--- src/rtl/ex_mem_bridge.sv ---
// rtl/ex_mem_bridge.sv - execute-stage data port to wait-stated slave bridge with PMP and timeout fault capture
module ex_mem_bridge #(
    parameter int ADDR_W         = 32,
    parameter int DATA_W         = 32,
    parameter int TIMEOUT_CYCLES = 255
) (
    input  logic              clk,
    input  logic              rst,
    input  logic [ADDR_W-1:0] m_addr_i,
    input  logic [DATA_W-1:0] m_data_i,
    input  logic              m_req_i,
    input  logic              m_we_i,
    input  logic              m_pmp_fault_i,
    output logic [DATA_W-1:0] m_data_o,
    output logic              m_hold_o,
    output logic [ADDR_W-1:0] s_addr_o,
    output logic [DATA_W-1:0] s_data_o,
    output logic              s_req_o,
    output logic              s_we_o,
    input  logic [DATA_W-1:0] s_data_i,
    input  logic              s_ack_i,
    output logic              fault_valid_o,
    output logic [1:0]        fault_cause_o,
    output logic [ADDR_W-1:0] fault_addr_o,
    output logic              fault_we_o,
    input  logic              fault_clr_i
);

    localparam logic [15:0] TO_LAST = 16'(TIMEOUT_CYCLES - 1);

    typedef enum logic [1:0] {
        ST_IDLE,
        ST_WAIT,
        ST_DONE
    } state_t;

    state_t            state, state_nxt;
    logic [15:0]       cnt;
    logic [DATA_W-1:0] rdata;
    logic              issue, pmp_evt, to_evt, ack_evt;
    logic              fault_evt;
    logic [1:0]        fault_cause_nxt;
    logic [ADDR_W-1:0] fault_addr_nxt;
    logic              fault_we_nxt;

    always_comb begin
        state_nxt = state;
        issue     = 1'b0;
        pmp_evt   = 1'b0;
        to_evt    = 1'b0;
        ack_evt   = 1'b0;
        m_hold_o  = 1'b0;
        m_data_o  = '0;
        case (state)
            ST_IDLE: begin
                if (m_req_i) begin
                    if (m_pmp_fault_i) begin
                        pmp_evt = 1'b1;
                    end else begin
                        issue     = 1'b1;
                        m_hold_o  = 1'b1;
                        state_nxt = ST_WAIT;
                    end
                end
            end
            ST_WAIT: begin
                m_hold_o = 1'b1;
                // An ack arriving on the last allowed cycle still completes the access.
                if (s_ack_i) begin
                    ack_evt   = 1'b1;
                    state_nxt = ST_DONE;
                end else if (cnt == TO_LAST) begin
                    to_evt    = 1'b1;
                    state_nxt = ST_DONE;
                end
            end
            ST_DONE: begin
                m_data_o  = rdata;
                state_nxt = ST_IDLE;
            end
            default: state_nxt = ST_IDLE;
        endcase
    end

    assign fault_evt       = pmp_evt | to_evt;
    assign fault_cause_nxt = pmp_evt ? 2'b01 : 2'b10;
    assign fault_addr_nxt  = pmp_evt ? m_addr_i : s_addr_o;
    assign fault_we_nxt    = pmp_evt ? m_we_i : s_we_o;

    always_ff @(posedge clk) begin
        if (rst) begin
            state         <= ST_IDLE;
            cnt           <= '0;
            rdata         <= '0;
            s_addr_o      <= '0;
            s_data_o      <= '0;
            s_req_o       <= 1'b0;
            s_we_o        <= 1'b0;
            fault_valid_o <= 1'b0;
            fault_cause_o <= 2'b00;
            fault_addr_o  <= '0;
            fault_we_o    <= 1'b0;
        end else begin
            state <= state_nxt;
            if (issue) begin
                s_addr_o <= m_addr_i;
                s_data_o <= m_data_i;
                s_we_o   <= m_we_i;
                s_req_o  <= 1'b1;
                cnt      <= '0;
            end else if (state == ST_WAIT) begin
                if (cnt != 16'hFFFF) begin
                    cnt <= cnt + 16'd1;
                end
                if (ack_evt || to_evt) begin
                    s_req_o <= 1'b0;
                end
                if (ack_evt) begin
                    rdata <= s_data_i;
                end else if (to_evt) begin
                    rdata <= '0;
                end
            end
            // A clear in the same cycle frees the record for the incoming fault.
            if (fault_evt && (!fault_valid_o || fault_clr_i)) begin
                fault_valid_o <= 1'b1;
                fault_cause_o <= fault_cause_nxt;
                fault_addr_o  <= fault_addr_nxt;
                fault_we_o    <= fault_we_nxt;
            end else if (fault_clr_i) begin
                fault_valid_o <= 1'b0;
            end
        end
    end

endmodule

--- config.mk ---
export PLATFORM = sky130hd
export DESIGN_NAME = ex_mem_bridge
export DESIGN_NICKNAME = d
export VERILOG_FILES = /design/src/rtl/ex_mem_bridge.sv
export SDC_FILE = /design/constraint.sdc
export NUM_CORES = 1
export LEC_CHECK = 0
export CAP_MARGIN = 25
export CORE_ASPECT_RATIO = 1.5
export CORE_MARGIN = 2
export CORE_UTILIZATION = 40
export DETAILED_ROUTE_END_ITERATION = 8
export PLACE_DENSITY_LB_ADDON = 0.12
export SKIP_LAST_GASP = 1
export SLEW_MARGIN = 10
export SYNTH_ARGS = -nofsm -noshare
export SYNTH_HDL_FRONTEND = slang
export SYNTH_SLANG_ARGS = --single-unit
--- constraint.sdc ---
create_clock -name clk -period 3.76 [get_ports clk]
set_input_delay 0.376 -clock clk [delete_from_list [all_inputs] [get_ports clk]]
set_output_delay 0.376 -clock clk [all_outputs]
set_load 0.02 [all_outputs]
==> flow_results.xml, run 1 <==
<?xml version="1.0" encoding="UTF-8"?>
<metrics>
  <group name="power_and_ir_drop">
    <metric name="portion_of_total_power_attributed_to_the_clock_network" unit="%">41.7</metric>
    <metric name="overall_power_after_layout" unit="W">0.00393</metric>
    <metric name="worst_ir_drop_vdd" unit="mV">0.264</metric>
    <metric name="power_density" unit="mW/mm²">422</metric>
    <metric name="intPower" unit="W">0.00286</metric>
    <metric name="pwr-share-comb" unit="%">14.4</metric>
    <metric name="power.static_leakage" unit="nW">3.41</metric>
    <metric name="p_seq_share" unit="%">43.9</metric>
    <metric name="p_switching" unit="W">0.00107</metric>
    <metric name="power.switching_fraction" unit="%">27.2</metric>
  </group>
  <group name="layout">
    <metric name="area.growth.synth_to_final" unit="%">47.9</metric>
    <metric name="insertedDiodeCount" unit="">0</metric>
    <metric name="post_route_cells_drive_above_1_share" unit="%">7.16</metric>
    <metric name="finalNetCount" unit="">1000</metric>
  </group>
  <group name="flow_run">
    <metric name="drv.max_cap_violation_count" unit="">0</metric>
  </group>
  <group name="placed_design">
    <metric name="gp_congestion" unit="">0.870</metric>
    <metric name="io_buffer_count" unit="">237</metric>
    <metric name="hpwl" unit="µm">12800</metric>
  </group>
  <group name="clock_tree">
    <metric name="cts_root_buf" unit="">clkbuf_16</metric>
    <metric name="cts_num_sinks" unit="">152</metric>
    <metric name="total_cts_buffers" unit="">17</metric>
    <metric name="clock_insertion_delay_worst_skew" unit="ns">0.41</metric>
    <metric name="cts.path.max_buffers" unit="">2</metric>
    <metric name="cts_resized" unit="">0</metric>
    <metric name="clkSlewWorstSetupHoldPaths" unit="ns">0.06</metric>
    <metric name="setup_buffers_after_cts" unit="">0</metric>
    <metric name="cts_hold_fix_bufs" unit="">0</metric>
    <metric name="cts_tree" unit="">built</metric>
    <metric name="depth_of_the_cts_h_tree" unit="">4</metric>
  </group>
  <group name="yosys">
    <metric name="synth_flop_cell" unit="">dfxtp_1</metric>
    <metric name="synth_most_common_cell" unit="">dfxtp_1</metric>
    <metric name="netlist_top_cells_area" unit="">dfxtp_1, nand2_1, a211oi_1</metric>
    <metric name="post_synth_most_frequent_cells" unit="">dfxtp_1, nand2_1, a21oi_1, a211oi_1, clkbuf_1</metric>
    <metric name="netlist.top_cell.by_area" unit="">dfxtp_1</metric>
    <metric name="synthesis.instances" unit="">686</metric>
    <metric name="synthesis.yosys.warnings" unit="">0</metric>
    <metric name="synth_top_area_share" unit="%">48.3</metric>
    <metric name="post_synth_edffs" unit="">0</metric>
    <metric name="synth_area_per_cell" unit="µm²">9.18</metric>
    <metric name="ys_types" unit="">56</metric>
    <metric name="proportion_of_register_bits_with_asynchronous_set_or_reset_after_synthesis" unit="%">0</metric>
    <metric name="postSynthNetCount" unit="">791</metric>
    <metric name="yosysSeqAreaShare" unit="%">48.3</metric>
    <metric name="mappedNetlistArea" unit="mm²">0.00629</metric>
    <metric name="yosys_register_bits" unit="">152</metric>
  </group>
  <group name="critical_path">
    <metric name="critical-path-slowest-cell" unit="">or4b_2</metric>
    <metric name="cp_cell_sequence" unit="">clkdlybuf4s50_1 &gt; or4b_2 &gt; nand2_1 &gt; clkdlybuf4s50_1</metric>
    <metric name="timing.critical_path.from_type" unit="">primary input</metric>
    <metric name="end_kind" unit="">primary output</metric>
    <metric name="cp_max_fo" unit="">3</metric>
    <metric name="dominant_cell_type_by_count_on_the_critical_path" unit="">clkdlybuf4s50_1</metric>
    <metric name="timing.critical_path.required" unit="ns">3.38</metric>
    <metric name="timing.setup.critical_path_class" unit="">in2out</metric>
    <metric name="timing.critical_path.arrival" unit="ns">2.25</metric>
    <metric name="worst_path_largest_cell_delay" unit="ns">0.63</metric>
  </group>
  <group name="detailed_routing">
    <metric name="drt-initial-drc-count" unit="">368</metric>
    <metric name="postRouteAntennaNets" unit="">0</metric>
    <metric name="viasPerCell" unit="">5.35</metric>
    <metric name="detail_route.wl_per_cell" unit="µm">16.7</metric>
    <metric name="drt_wl_total" unit="µm">18600</metric>
    <metric name="first_drt_pass_iteration_count" unit="">4</metric>
    <metric name="routed-via-count" unit="">5940</metric>
    <metric name="detail_route.drc_violations" unit="">0</metric>
  </group>
  <group name="sta">
    <metric name="finalHoldViolations" unit="">0</metric>
    <metric name="finalSetupViolCount" unit="">0</metric>
    <metric name="timing_worst_slew_pin_value" unit="ns">0.748</metric>
    <metric name="final.setup_skew" unit="ns">0.00928</metric>
    <metric name="rsz_0062_raised_after_global_routing" unit="">no</metric>
    <metric name="final_layout_setup_total_negative_slack" unit="ns">0</metric>
    <metric name="fin_crit_period" unit="ns">2.62</metric>
    <metric name="relSlewSlack" unit="%">49.8</metric>
    <metric name="final-max-slew-violation-count" unit="">0</metric>
    <metric name="max_clock_freq" unit="MHz">382</metric>
    <metric name="fin_crit_sh" unit="%">69.7</metric>
  </group>
  <group name="global_routing">
    <metric name="grt_pass1_wl" unit="µm">29100</metric>
    <metric name="total_congestion_overflow" unit="">0</metric>
    <metric name="antenna_found_initial" unit="">0</metric>
    <metric name="grt_pass1_vias" unit="">5746</metric>
    <metric name="grt_usage" unit="%">21.6</metric>
    <metric name="grt_max_degree" unit="">68</metric>
  </group>
  <group name="floorplanning">
    <metric name="rows" unit="">56</metric>
    <metric name="die_width" unit="µm">106</metric>
    <metric name="total_i_o_pin_count" unit="">238</metric>
    <metric name="die_height" unit="µm">158</metric>
    <metric name="fp.dieArea" unit="mm²">0.0168</metric>
    <metric name="initial_core_utilization" unit="%">40.5</metric>
    <metric name="core_region_area" unit="mm²">0.0156</metric>
  </group>
  <group name="run_status">
    <metric name="status" unit="">finished, final reports clean</metric>
  </group>
  <group name="worst_hold_path">
    <metric name="holdCritPathClass" unit="">reg2reg</metric>
  </group>
</metrics>
[power by group through the flow]
stage / Combinational, W / Sequential [W] / Clock, W
2_1_floorplan: 0.000206 / 0.00183 / 0
3_3_place_gp: 0.000559 / 0.00176 / 0
3_5_place_dp: 0.000567 / 0.00176 / 0
4_1_cts: 0.000570 / 0.00173 / 0.00168
5_1_grt: 0.000605 / 0.00173 / 0.00175
6_report: 0.000565 / 0.00173 / 0.00164
[critical path: cells and delay by family]
kind          cells  cell delay (ns)
buf+inv           2             1.15
simple gates      2             0.73
[state kept, by name, indices dropped and copies added, names as in the netlist]
register and cells:
fault_addr_o 32, rdata 32, s_addr_o 32, s_data_o 32, cnt 16, fault_cause_o 2
state 2, fault_valid_o 1, fault_we_o 1, s_req_o 1, s_we_o 1
[per-layer routing]
layer  track usage [%]  up-vias  share of wire (%)
li1                  -     2876                  -
met1              24.2     2830                 39
met2              38.9      209                 52
met3              7.12       25                7.1
met4              6.62        0                1.7
met5                 0        -                  0
[stage by stage]
step	worst slack [ns]	hold slack [ns]	cell area (µm²)	util (%)	cells
2_1_floorplan	1.58	0.440	6290	-	686
3_3_place_gp	1.09	0.443	8740	56.2	1079
3_5_place_dp	1.01	0.447	8740	56.2	1079
4_1_cts	1.13	0.457	9310	59.8	1111
5_1_grt	1.03	0.474	9310	59.8	1111
6_report	1.14	0.456	9310	59.8	1111
[worst paths after layout]
kind,to,depth (start not counted),slack (ns),startpoint
max,m_hold_o,4,1.14,m_req_i
min,s_data_o[18],2,0.46,s_data_o[18]
max reg2reg,fault_addr_o[12],6,1.21,cnt[1]
min reg2reg,s_data_o[18],2,0.46,s_data_o[18]
[cells by family after synthesis]
logic type / count (synthesis) / synth area share [%]
AND/OR/NAND/NOR: 230 / 17.9
AO/OA/AOI/OAI: 203 / 22.3
adder cells (fa/ha/maj): 2 / 0.397
multiplexers: 37 / 5.88
flip-flops: 152 / 48.3
buffers and inverters: 62 / 5.23
[final cells by class]
type / count / area (µm²)
flip-flops and latches: 152 / 3040
clock inverters: 14 / 128
well taps: 203 / 254
fillers: 1380 / 6250
clock buffers: 18 / 439
multi-input cells: 472 / 2960
inverters: 3 / 11.3
repair buffers: 249 / 2470
[layout by cell type, fill, tap and decap left out, types with 3 or more instances in the layout]
master,instances
nand4_1,6
clkbuf_16,17
inv_1,3
or3_1,5
and4_1,3
inv_8,4
mux2i_1,37
nand2_1,141
nor2b_1,3
a211oi_1,65
and2_1,34
nand3_1,8
clkdlybuf4s50_1,236
a22o_1,32
a21oi_1,79
buf_4,12
inv_6,8
dfxtp_1,152
nor2_1,4
o21ai_0,6
a211oi_2,4
Note: power is estimated with default switching activity, not from simulation.
==> run 2, diff against run 1 <==
==> constraint.sdc (replaced) <==
create_clock -name clk -period 2.1 [get_ports clk]
set_input_delay 0.21 -clock clk [delete_from_list [all_inputs] [get_ports clk]]
set_output_delay 0.21 -clock clk [all_outputs]
set_load 0.02 [all_outputs]
==> flow_results.xml, run 2 (synthesized netlist as in run 1, its figures left out) <==
<?xml version="1.0" encoding="UTF-8"?>
<metrics>
  <group name="critical_path">
    <metric name="worst_r2r_endpoint" unit="">fault_addr_o[0]</metric>
    <metric name="dominant_cell_type_by_count_on_the_critical_path" unit="">buf_12</metric>
    <metric name="timing.critical_path.from_type" unit="">flop</metric>
    <metric name="critical-path-slowest-cell" unit="">or4b_4</metric>
    <metric name="timing.critical_path.arrival" unit="ns">2.41</metric>
    <metric name="r2r_setup_slack" unit="ns">-0.04</metric>
    <metric name="cp_cell_sequence" unit="">inv_2 &gt; ha_1 &gt; or4b_4 &gt; or4_4 &gt; o21ai_4 &gt; buf_12 &gt; buf_12 &gt; a211oi_1</metric>
    <metric name="worst_path_largest_cell_delay" unit="ns">0.49</metric>
    <metric name="end_kind" unit="">flop</metric>
    <metric name="regToRegStartpoint" unit="">cnt[0]</metric>
    <metric name="reg2reg_depth" unit="">8</metric>
    <metric name="critPathLaunch" unit="">cnt[0]</metric>
    <metric name="timing.setup.critical_path_class" unit="">reg2reg</metric>
    <metric name="cp_max_fo" unit="">13</metric>
    <metric name="timing.critical_path.required" unit="ns">2.37</metric>
  </group>
  <group name="floorplanning">
    <metric name="die_height" unit="µm">158</metric>
    <metric name="total_i_o_pin_count" unit="">238</metric>
    <metric name="die_width" unit="µm">106</metric>
    <metric name="rows" unit="">56</metric>
    <metric name="core_region_area" unit="mm²">0.0156</metric>
    <metric name="fp.dieArea" unit="mm²">0.0168</metric>
    <metric name="initial_core_utilization" unit="%">40.5</metric>
  </group>
  <group name="sta">
    <metric name="timing_worst_slew_pin_value" unit="ns">0.606</metric>
    <metric name="timing.final.ws_setup" unit="ns">-0.0420</metric>
    <metric name="finalHoldViolations" unit="">0</metric>
    <metric name="final.setup_skew" unit="ns">0.00980</metric>
    <metric name="final-max-slew-violation-count" unit="">0</metric>
    <metric name="finalSetupViolCount" unit="">26</metric>
    <metric name="max_clock_freq" unit="MHz">467</metric>
    <metric name="fin_crit_period" unit="ns">2.14</metric>
    <metric name="fin_crit_sh" unit="%">102</metric>
    <metric name="rsz_0062_raised_after_global_routing" unit="">yes</metric>
    <metric name="relSlewSlack" unit="%">59.6</metric>
  </group>
  <group name="clock_tree">
    <metric name="total_cts_buffers" unit="">17</metric>
    <metric name="depth_of_the_cts_h_tree" unit="">4</metric>
    <metric name="cts_tree" unit="">built</metric>
    <metric name="cts_hold_fix_bufs" unit="">0</metric>
    <metric name="clkSlewWorstSetupHoldPaths" unit="ns">0.06</metric>
    <metric name="clock_insertion_delay_worst_skew" unit="ns">0.42</metric>
    <metric name="cts.path.max_buffers" unit="">2</metric>
    <metric name="cts_num_sinks" unit="">152</metric>
    <metric name="cts_root_buf" unit="">clkbuf_16</metric>
  </group>
  <group name="global_routing">
    <metric name="antenna_found_initial" unit="">0</metric>
    <metric name="grt_max_degree" unit="">68</metric>
    <metric name="grt_pass1_vias" unit="">6013</metric>
    <metric name="total_congestion_overflow" unit="">0</metric>
    <metric name="grt_usage" unit="%">22.6</metric>
    <metric name="grt_pass1_wl" unit="µm">30100</metric>
  </group>
  <group name="detailed_routing">
    <metric name="viasPerCell" unit="">5.29</metric>
    <metric name="detail_route.wl_per_cell" unit="µm">17.0</metric>
    <metric name="drt_wl_total" unit="µm">19400</metric>
    <metric name="drt-initial-drc-count" unit="">285</metric>
    <metric name="first_drt_pass_iteration_count" unit="">4</metric>
    <metric name="routed-via-count" unit="">6035</metric>
    <metric name="detail_route.drc_violations" unit="">0</metric>
    <metric name="postRouteAntennaNets" unit="">0</metric>
  </group>
  <group name="flow_run">
    <metric name="drv.max_cap_violation_count" unit="">0</metric>
  </group>
  <group name="placed_design">
    <metric name="gp_congestion" unit="">0.859</metric>
    <metric name="hpwl" unit="µm">13200</metric>
    <metric name="io_buffer_count" unit="">237</metric>
  </group>
  <group name="worst_hold_path">
    <metric name="hold_path_startpoint" unit="">rst</metric>
    <metric name="hold-path-cell-count" unit="">2</metric>
    <metric name="endpoint_of_the_worst_hold_timing_path" unit="">s_data_o[14]</metric>
    <metric name="holdCritPathClass" unit="">in2reg</metric>
  </group>
  <group name="layout">
    <metric name="finalNetCount" unit="">1031</metric>
    <metric name="final_core_util" unit="%">62.0</metric>
    <metric name="post_route_cells_drive_above_1_share" unit="%">10.4</metric>
    <metric name="layout.cells.most_common_list" unit="">clkdlybuf4s50_1, dfxtp_1, nand2_1</metric>
    <metric name="insertedDiodeCount" unit="">0</metric>
    <metric name="layout.cells.most_common" unit="">clkdlybuf4s50_1</metric>
    <metric name="area.growth.synth_to_final" unit="%">53.2</metric>
  </group>
  <group name="power_and_ir_drop">
    <metric name="power_density" unit="mW/mm²">744</metric>
    <metric name="overall_power_after_layout" unit="W">0.00718</metric>
    <metric name="power.static_leakage" unit="nW">3.76</metric>
    <metric name="worst_ir_drop_vdd" unit="mV">0.549</metric>
  </group>
  <group name="run_status">
    <metric name="violations" unit="">negative setup slack</metric>
    <metric name="status" unit="">complete, but fails checks</metric>
  </group>
</metrics>
==> run 2: cell count changes in the layout (fill, tap and decap cells not counted), sizes merged <==
cell | previous run | this run
clkinv | 1 | 2
bufinv | 0 | 2
clkbuf | 18 | 20
clkdlybuf4s50 | 236 | 203
dlygate4sd2 | 0 | 32
buf | 13 | 43
clkinvlp | 1 | 5
inv | 15 | 7
==> run 2: layout make-up <==
type	instances	area [µm²]
clock buffer	18	429
clock inverter	13	146
fill	1361	5910
inverter	3	11.3
multi-input combinational	472	2980
sequential	152	3040
tap	203	254
timing repair buffer	280	2790
==> run 2: critical path: cells and delay by family (launching register included) <==
family          cells  cell delay, ns
simple gates        2            0.95
buf+inv             3            0.33
flops               1            0.32
compound gates      2            0.26
fa+ha+maj           1            0.13
==> run 2: report_power, final <==
| group | internal, W | leakage (nW) | switching [W] |
|---|---|---|---|
| Combinational | 0.000551 | 2.25 | 0.000532 |
| Sequential | 0.00301 | 1.24 | 0.0000732 |
| Clock | 0.00176 | 0.266 | 0.00125 |
==> run 2: through the flow <==
stage | instance area [µm²] | cells | TNS [ns] | setup slack (ns) | hold slack (ns)
floorplan | 6290 | 686 | 0 | 0.0210 | 0.336
CTS | 9580 | 1137 | -0.426 | -0.0373 | 0.163
global placement | 9030 | 1106 | -2.07 | -0.224 | 0.442
finish | 9650 | 1141 | -0.519 | -0.0420 | 0.187
detailed placement | 9030 | 1106 | -3.52 | -0.259 | 0.446
global route | 9650 | 1141 | -3.35 | -0.0920 | 0.182
==> run 2: worst max-delay path by stage <==
stage                        to  depth (start not counted)  slack (ns)
2_1_floorplan         rdata[10]                          7        0.02
3_3_place_gp            cnt[14]                          6       -0.22
3_5_place_dp            cnt[14]                          6       -0.26
4_1_cts         fault_addr_o[0]                          7       -0.04
5_1_grt        fault_addr_o[31]                          8       -0.09
6_report        fault_addr_o[0]                          8       -0.04
==> run 2: what timing repair did <==
action | 4_1_cts | 5_1_grt
pin swaps | 1 | 0
setup endpoints to repair | 88 | 69
cloned | 0 | 2
gates resized for setup | 35 | 5
buffers inserted | 0 | 2
==> run 2: routing by layer <==
metal	global-route usage, %	share of wire (%)	up-vias
met4	8.41	2.2	0
met2	41.0	52	181
met1	24.5	40	2881
li1	-	-	2946
met3	7.16	6.2	27
met5	0	0	-
==> run 3, diff against run 2 <==
--- a/config.mk
+++ b/config.mk
@@ -11,6 +11,7 @@
 export CORE_UTILIZATION = 40
 export DETAILED_ROUTE_END_ITERATION = 8
 export PLACE_DENSITY_LB_ADDON = 0.12
+export REMOVE_ABC_BUFFERS = 1
 export SKIP_LAST_GASP = 1
 export SLEW_MARGIN = 10
 export SYNTH_ARGS = -nofsm -noshare
==> flow_results.xml, run 3 (synthesized netlist as in run 1, its figures left out) <==
<?xml version="1.0" encoding="UTF-8"?>
<metrics>
  <group name="run_status">
    <metric name="violations" unit="">negative setup slack</metric>
    <metric name="status" unit="">complete, but fails checks</metric>
  </group>
  <group name="placed_design">
    <metric name="gp_congestion" unit="">0.904</metric>
    <metric name="placed_cells" unit="">1108</metric>
    <metric name="io_buffer_count" unit="">237</metric>
    <metric name="dp_worst_setup_slack" unit="ns">-0.270</metric>
    <metric name="hpwl" unit="µm">13200</metric>
  </group>
  <group name="global_routing">
    <metric name="grt_pass1_vias" unit="">6312</metric>
    <metric name="grt_pass1_wl" unit="µm">31300</metric>
    <metric name="antenna_found_initial" unit="">0</metric>
    <metric name="grt_usage" unit="%">23.2</metric>
    <metric name="grt_max_degree" unit="">68</metric>
    <metric name="total_congestion_overflow" unit="">0</metric>
  </group>
  <group name="sta">
    <metric name="finalHoldViolations" unit="">0</metric>
    <metric name="finalSetupViolCount" unit="">56</metric>
    <metric name="fin_crit_period" unit="ns">2.19</metric>
    <metric name="rsz_0062_raised_after_global_routing" unit="">yes</metric>
    <metric name="timing.final.ws_setup" unit="ns">-0.0898</metric>
    <metric name="relSlewSlack" unit="%">63.8</metric>
    <metric name="final.setup_skew" unit="ns">0.0103</metric>
    <metric name="final-max-slew-violation-count" unit="">0</metric>
    <metric name="timing_worst_slew_pin_value" unit="ns">0.542</metric>
    <metric name="fin_crit_sh" unit="%">104</metric>
    <metric name="max_clock_freq" unit="MHz">457</metric>
  </group>
  <group name="power_and_ir_drop">
    <metric name="overall_power_after_layout" unit="W">0.00732</metric>
    <metric name="power_density" unit="mW/mm²">738</metric>
    <metric name="worst_ir_drop_vdd" unit="mV">0.491</metric>
    <metric name="power.static_leakage" unit="nW">3.88</metric>
  </group>
  <group name="detailed_routing">
    <metric name="routed-via-count" unit="">6205</metric>
    <metric name="detail_route.wl_per_cell" unit="µm">17.3</metric>
    <metric name="drt-initial-drc-count" unit="">270</metric>
    <metric name="viasPerCell" unit="">5.38</metric>
    <metric name="postRouteAntennaNets" unit="">0</metric>
    <metric name="detail_route.drc_violations" unit="">0</metric>
    <metric name="drt_wl_total" unit="µm">19900</metric>
    <metric name="first_drt_pass_iteration_count" unit="">4</metric>
  </group>
  <group name="floorplanning">
    <metric name="initial_core_utilization" unit="%">40.5</metric>
    <metric name="die_width" unit="µm">106</metric>
    <metric name="core_region_area" unit="mm²">0.0156</metric>
    <metric name="rows" unit="">56</metric>
    <metric name="total_i_o_pin_count" unit="">238</metric>
    <metric name="fp.dieArea" unit="mm²">0.0168</metric>
    <metric name="die_height" unit="µm">158</metric>
  </group>
  <group name="critical_path">
    <metric name="cp_max_fo" unit="">8</metric>
    <metric name="critPathLaunch" unit="">cnt[0]</metric>
    <metric name="worst_path_largest_cell_delay" unit="ns">0.47</metric>
    <metric name="timing.setup.critical_path_class" unit="">reg2reg</metric>
    <metric name="timing.critical_path.required" unit="ns">2.40</metric>
    <metric name="reg2reg_depth" unit="">8</metric>
    <metric name="timing.critical_path.arrival" unit="ns">2.49</metric>
    <metric name="worst_r2r_endpoint" unit="">rdata[29]</metric>
    <metric name="r2r_setup_slack" unit="ns">-0.09</metric>
    <metric name="timing.critical_path.from_type" unit="">flop</metric>
    <metric name="regToRegStartpoint" unit="">cnt[0]</metric>
    <metric name="end_kind" unit="">flop</metric>
    <metric name="cp_cell_sequence" unit="">inv_2 &gt; ha_4 &gt; or4b_4 &gt; buf_6 &gt; o41ai_4 &gt; a21oi_4 &gt; buf_12 &gt; a22o_1</metric>
    <metric name="critPathCapture" unit="">rdata[29]</metric>
    <metric name="critical-path-slowest-cell" unit="">or4b_4</metric>
  </group>
  <group name="layout">
    <metric name="multi_input_comb_area" unit="mm²">0.00307</metric>
    <metric name="final_core_util" unit="%">63.7</metric>
    <metric name="sequential_cell_area" unit="mm²">0.00305</metric>
    <metric name="fillerInstances" unit="">1327</metric>
    <metric name="layout.cells.most_common_list" unit="">clkdlybuf4s50_1, dfxtp_1, nand2_1</metric>
    <metric name="finish.cell_count_without_fillers" unit="">1153</metric>
    <metric name="area.growth.synth_to_final" unit="%">57.5</metric>
    <metric name="post_route_cells_drive_above_1_share" unit="%">13.4</metric>
    <metric name="insertedDiodeCount" unit="">0</metric>
    <metric name="layout.cells.most_common" unit="">clkdlybuf4s50_1</metric>
    <metric name="finalNetCount" unit="">1042</metric>
  </group>
  <group name="clock_tree">
    <metric name="clkSlewWorstSetupHoldPaths" unit="ns">0.07</metric>
    <metric name="cts_tree" unit="">built</metric>
    <metric name="depth_of_the_cts_h_tree" unit="">4</metric>
    <metric name="clock_insertion_delay_worst_skew" unit="ns">0.42</metric>
    <metric name="cts.path.max_buffers" unit="">2</metric>
    <metric name="cts_root_buf" unit="">clkbuf_16</metric>
    <metric name="total_cts_buffers" unit="">17</metric>
    <metric name="cts_num_sinks" unit="">152</metric>
  </group>
  <group name="flow_run">
    <metric name="drv.max_cap_violation_count" unit="">0</metric>
  </group>
  <group name="worst_hold_path">
    <metric name="holdCritPathClass" unit="">in2reg</metric>
  </group>
</metrics>
[run 3: metal layers]
metal	part of all wire [%]	wire [µm]	global-route usage (%)	vias to the layer above
met5	0	0	0	-
met4	2.2	446	8.23	0
met3	8.8	1750	8.36	40
met2	51	10200	42.4	258
met1	38	7530	24.6	2935
li1	-	-	-	2972
[run 3: how the worst min path moves through the flow]
stage            startpoint               end  slack, ns  depth (start not counted)
6_report                rst            s_we_o       0.22                          2
3_5_place_dp   s_data_o[31]      s_data_o[31]       0.45                          2
5_1_grt                 rst       s_addr_o[2]       0.24                          2
2_1_floorplan           rst  fault_addr_o[21]       0.27                          1
3_3_place_gp   s_data_o[11]      s_data_o[11]       0.44                          2
4_1_cts                 rst            s_we_o       0.21                          2
[run 3: area by class of cell]
type	instances	area share, %
Multi-Input combinational cell	472	31.0
Clock buffer	17	4.29
Sequential cell	152	30.7
Timing Repair Buffer	291	29.6
Tap cell	203	2.56
Clock inverter	15	1.78
Inverter	3	0.114
[run 3: stage by stage]
step                      hold WS (ns)  instance area [µm²]  setup TNS [ns]
after floorplan                  0.275                 5980         -372.66
after global placement           0.444                 9040          -11.29
after detailed placement         0.449                 9040          -14.87
after CTS                        0.205                 9860           -6.86
after global routing             0.239                 9920           -7.00
final                            0.220                 9920           -3.90
[run 3: what timing repair did]
item / in CTS / in global routing
endpoints found under the setup margin: 100 / 78
resized for setup: 46 / 21
buffers inserted: 9 / 3
hold buffers: 0 / 0
pin swaps: 15 / 24
cloned: 4 / 3
[run 3: critical path, delay by kind of cell (launching register included)]
family | cells | cell delay [ns]
flops | 1 | 0.32
simple gates | 1 | 0.47
fa+ha+maj | 1 | 0.13
compound gates | 3 | 0.77
buf+inv | 3 | 0.39
[run 3: where the power goes]
group	internal [W]	leakage (nW)	switching, W
logic	0.000582	2.34	0.000556
clock network	0.00171	0.293	0.00138
registers	0.00301	1.24	0.0000773
